$ cat src/rtl/serial_subtractor_pkg.sv
// serial_subtractor_pkg: FSM state encodings shared by the serial subtractor files.
package serial_subtractor_pkg;
  localparam logic [1:0] SS_IDLE = 2'd0;
  localparam logic [1:0] SS_RUN  = 2'd1;
  localparam logic [1:0] SS_DONE = 2'd2;
endpackage

$ cat src/rtl/serial_subtractor_full_subtractor1.sv
// full_subtractor1: one-bit combinational subtractor cell, d = a - b - bin.
module full_subtractor1 (
  input  logic a,
  input  logic b,
  input  logic bin,
  output logic d,
  output logic bout
);
  assign d    = a ^ b ^ bin;
  assign bout = (~a & b) | (~(a ^ b) & bin);
endmodule

$ cat src/rtl/serial_subtractor.sv
// serial_subtractor: bit-serial a - b - bin, LSB first, valid/ready request and response.
// Defining SERIAL_SUB_OVF_EN adds the signed-overflow output ovf.
module serial_subtractor
  import serial_subtractor_pkg::*;
#(
  parameter int WIDTH = 4
) (
  input  logic             clk,
  input  logic             rst,
  input  logic             req_valid,
  output logic             req_ready,
  input  logic [WIDTH-1:0] a,
  input  logic [WIDTH-1:0] b,
  input  logic             bin,
  output logic             rsp_valid,
  input  logic             rsp_ready,
  output logic [WIDTH-1:0] d,
`ifdef SERIAL_SUB_OVF_EN
  output logic             ovf,
`endif
  output logic             bout
);
  localparam int CW = $clog2(WIDTH);
  localparam logic [CW-1:0] LAST = CW'(WIDTH - 1);
  logic [1:0] state_q, state_d;
  logic [CW-1:0] cnt_q;
  logic [WIDTH-1:0] a_q, b_q, d_q;
  logic br_q, bout_q, diff, br_nxt, last;
  full_subtractor1 u_cell (.a(a_q[0]), .b(b_q[0]), .bin(br_q), .d(diff), .bout(br_nxt));
  assign last = cnt_q == LAST;
  always_comb begin
    state_d = state_q == SS_IDLE ? (req_valid ? SS_RUN : SS_IDLE)
            : state_q == SS_RUN  ? (last ? SS_DONE : SS_RUN)
            : state_q == SS_DONE ? (rsp_ready ? SS_IDLE : SS_DONE)
            : SS_IDLE;
  end
  always_ff @(posedge clk) begin
    if (rst) begin
      state_q <= SS_IDLE;
      cnt_q   <= '0;
      a_q     <= '0;
      b_q     <= '0;
      d_q     <= '0;
      br_q    <= 1'b0;
      bout_q  <= 1'b0;
    end else begin
      state_q <= state_d;
      if (state_q == SS_IDLE && req_valid) begin
        a_q   <= a;
        b_q   <= b;
        br_q  <= bin;
        cnt_q <= '0;
      end else if (state_q == SS_RUN) begin
        d_q   <= {diff, d_q[WIDTH-1:1]};
        a_q   <= a_q >> 1;
        b_q   <= b_q >> 1;
        br_q  <= br_nxt;
        cnt_q <= cnt_q + CW'(1);
        if (last) bout_q <= br_nxt;
      end
    end
  end
`ifdef SERIAL_SUB_OVF_EN
  logic a_msb_q, b_msb_q, ovf_q;
  always_ff @(posedge clk) begin
    if (rst) begin
      a_msb_q <= 1'b0;
      b_msb_q <= 1'b0;
      ovf_q   <= 1'b0;
    end else if (state_q == SS_IDLE && req_valid) begin
      a_msb_q <= a[WIDTH-1];
      b_msb_q <= b[WIDTH-1];
    end else if (state_q == SS_RUN && last) begin
      ovf_q <= (a_msb_q ^ b_msb_q) & (a_msb_q ^ diff);
    end
  end
  assign ovf = ovf_q;
`endif
  assign req_ready = state_q == SS_IDLE;
  assign rsp_valid = state_q == SS_DONE;
  assign d         = d_q;
  assign bout      = bout_q;
endmodule

$ cat config.mk
export PLATFORM = sky130hd
export DESIGN_NAME = serial_subtractor
export DESIGN_NICKNAME = d
export VERILOG_FILES = /design/src/rtl/serial_subtractor_pkg.sv /design/src/rtl/serial_subtractor_full_subtractor1.sv /design/src/rtl/serial_subtractor.sv
export SDC_FILE = /design/constraint.sdc
export NUM_CORES = 1
export LEC_CHECK = 0
export ABC_CLOCK_PERIOD_IN_PS = 1400
export BUFFER_PORTS_ARGS = -buffer_cell sky130_fd_sc_hd__buf_2
export CAP_MARGIN = 20
export CORE_UTILIZATION = 49
export CTS_CLUSTER_DIAMETER = 120
export DETAILED_ROUTE_END_ITERATION = 10
export HOLD_SLACK_MARGIN = 0.15
export PLACE_DENSITY = 0.75
export SLEW_MARGIN = 20
export SYNTH_ARGS = -nofsm -noshare
export SYNTH_HDL_FRONTEND = slang
export SYNTH_SLANG_ARGS = --single-unit
$ cat constraint.sdc
create_clock -name clk -period 1.4 [get_ports clk]
set_clock_uncertainty 0.15 [all_clocks]
set_input_delay 0.14 -clock clk [delete_from_list [all_inputs] [get_ports clk]]
set_output_delay 0.14 -clock clk [all_outputs]
set_load 0.01 [all_outputs]
==> flow_metrics.tcl <==
set metrics [dict create \
    holdWs_ps 170.8 \
    ff2ff_setup_slack_ps 90 \
    mostFrequentLayoutCells "buf_2 (19), dfxtp_1 (16), dlygate4sd3_1 (12), inv_1 (9), nor2_1 (9)" \
    hold_violations 0 \
    finalPower_mw 1.066 \
    placed_cells 107 \
    rows 13 \
    irDropWorstVdd_mv 0.7477 \
    grt_pass1_wl_mm 2.263 \
    r2r-end "br_q" \
    syn_to_final_growth_pct 37.00 \
    fin_tns_setup_ps 0 \
    post-route-cell-area_sq_mm 0.001028 \
    grt_antenna_before_repair 0 \
    overflow 0 \
    post-dp-hpwl_um 976.7 \
    grt_usage_pct 21.03 \
    grt_start_max_net_pins 19 \
    netlist_instances 75 \
    vias_per_cell 5.341 \
    layout_setup_ws_ps 64.99 \
    yosys.area.top_type_share_pct 48.00 \
    crit_start "state_q[0]" \
    cts_max_path_buffers 2 \
    min_period_ps 1335 \
    cp-start-kind "register" \
    finalCritPeriodShare_pct 95.36 \
    timing_worst_setup_path_type "reg -> out" \
    top_usage_layer "met2" \
    gp_congestion 0.7676 \
    power.density_mw_per_mm2 1036 \
    clock_sinks 18 \
    grt_use_met2_pct 33.98 \
    avgSynthCellArea_sq_um 10.01 \
    cts_made_buffers 3 \
    synth_area_leaders "dfxtp_1 (48%), o221a_2 (10%), nor2_1 (5.5%)" \
    yosysTopAreaCell "dfxtp_1" \
    path_clk_slew_ps 90 \
    use_met3_pct 9.783 \
    final_common_cell "buf_2" \
    cp.required_ps 1110 \
    crit_end "rsp_valid" \
    fin_nets 124 \
    synth_fp_nets 90 \
    r2r-start "b_q[0]" \
    min_path_type "in -> reg" \
    yosys_warnings 0 \
    fmax_mhz 749.1 \
    worstMarginPinSlew_ps 361.4 \
    wl_per_cell_um 12.66 \
    portBuffers 19 \
    rsz0062_at_grt "no" \
    drc 0 \
    reg2reg_depth 4 \
    drive_gt1_share_pct 38.89 \
    num_vias 657 \
    ys_ff_latch 18 \
    crit_chain "and2b_2 > buf_2" \
    arrival_ps 1050 \
    cp_slowest_stage_delay_ps 380 \
    drt_iter0_drc 7 \
    coreArea_sq_mm 0.001366 \
    setup-violations-final 0 \
    floorplan.initialDensity_pct 54.95 \
    wirelength_mm 1.557 \
    cts_max_level 1 \
    ant_nets 0 \
    relSlewSlack_pct 75.88 \
    tritoncts "yes" \
    cp_max_fo 6 \
    slowest_stage "dfxtp_2" \
    fin_cells 123 \
    grt_pass1_vias 553 \
    first_pass_iters 4 \
    die-width_um 41.14 \
    outcome "completed" \
    io-pin-count 20 \
    worstSkewPairLatency_ps 300 \
    met1_usage_pct 23.86 \
    cap_violations 0 \
    root_buffer "clkbuf_4" \
    ys_types 21 \
    synth.cell_area_sq_um 750.7 \
    die_area_sq_mm 0.001693 \
    diodes 0 \
    place_area_sq_um 849.6 \
    ys_seq_area_share_pct 48.00 \
    cp-end-kind "output port" \
    dp_slack_ps 23.87 \
    drv_slew 0 \
    die_h_um 41.14 \
    leakage_nw 0.4527 \
    post-route-util_pct 75.27 \
]
cells by family after synthesis:
logic type,synth area share [%]
AO/OA/AOI/OAI,25.00
flip-flops,48.00
AND/OR/NAND/NOR,8.834
buffers and inverters,8.499
multiplexers,5.334
adder cells (fa/ha/maj),4.333
metal layers:
metal / share of wire, % / vias up
li1: - / 332
met1: 50 / 307
met2: 45 / 16
met3: 4.1 / 2
met4: 0.32 / 0
met5: 0 / -
power by group:
part           switching, mW  internal (mW)
clock                  0.158          0.159
combinational         0.0831         0.0975
sequential            0.0230          0.546
total                  0.264          0.802
Yosys cell counts:
| master | count |
|---|---|
| and2b_2 | 1 |
| dfxtp_1 | 18 |
| clkbuf_1 | 1 |
| mux2i_1 | 4 |
| fa_1 | 1 |
| buf_1 | 1 |
| nor2b_1 | 1 |
| buf_6 | 2 |
| o221a_2 | 7 |
| a21oi_1 | 8 |
| inv_1 | 9 |
| o21bai_1 | 1 |
| a211oi_2 | 1 |
| a211oi_1 | 1 |
| nor2_2 | 1 |
| ha_1 | 1 |
| nand2_1 | 1 |
| a32oi_1 | 2 |
| a311oi_1 | 1 |
| a22oi_1 | 2 |
| nor2_1 | 11 |
area by class of cell:
type / count / area (sq um)
clock buffer: 4 / 36.28
inverter: 9 / 33.78
sequential: 18 / 362.8
fill: 102 / 337.8
tap: 15 / 18.77
timing repair buffer: 33 / 234.0
multi-input combinational: 44 / 342.8
timing repair:
| item | in CTS | in global routing |
|---|---|---|
| resized for setup | 1 | 7 |
| hold buffers | 12 | 0 |
| setup buffers | 0 | 0 |
| hold endpoints to repair | 18 | 0 |
| endpoints found under the setup margin | 1 | 15 |
| pin swaps | 0 | 0 |
worst min path at each step:
stage	end	start	cells after the start	slack, ps
final	state_q[0]	req_valid	3	170
after global placement	b_q[3]	b[3]	3	250
after global routing	state_q[0]	req_valid	3	180
after detailed placement	a_q[3]	a[3]	3	270
after CTS	state_q[0]	req_valid	3	170
after floorplan	a_q[3]	req_valid	2	160
worst max-delay path: cells and delay by family (launching register included):
kind / cells / cell delay, ps
flops: 1 / 380
buf+inv: 1 / 130
simple gates: 1 / 240
state kept, by name, summed over array words and instances (netlist names):
signal	flops
br_q	1
state_q	2
bout	1
d	4
b_q	4
a_q	4
cnt_q	2
No activity file was read; power rests on OpenSTA's default activity.
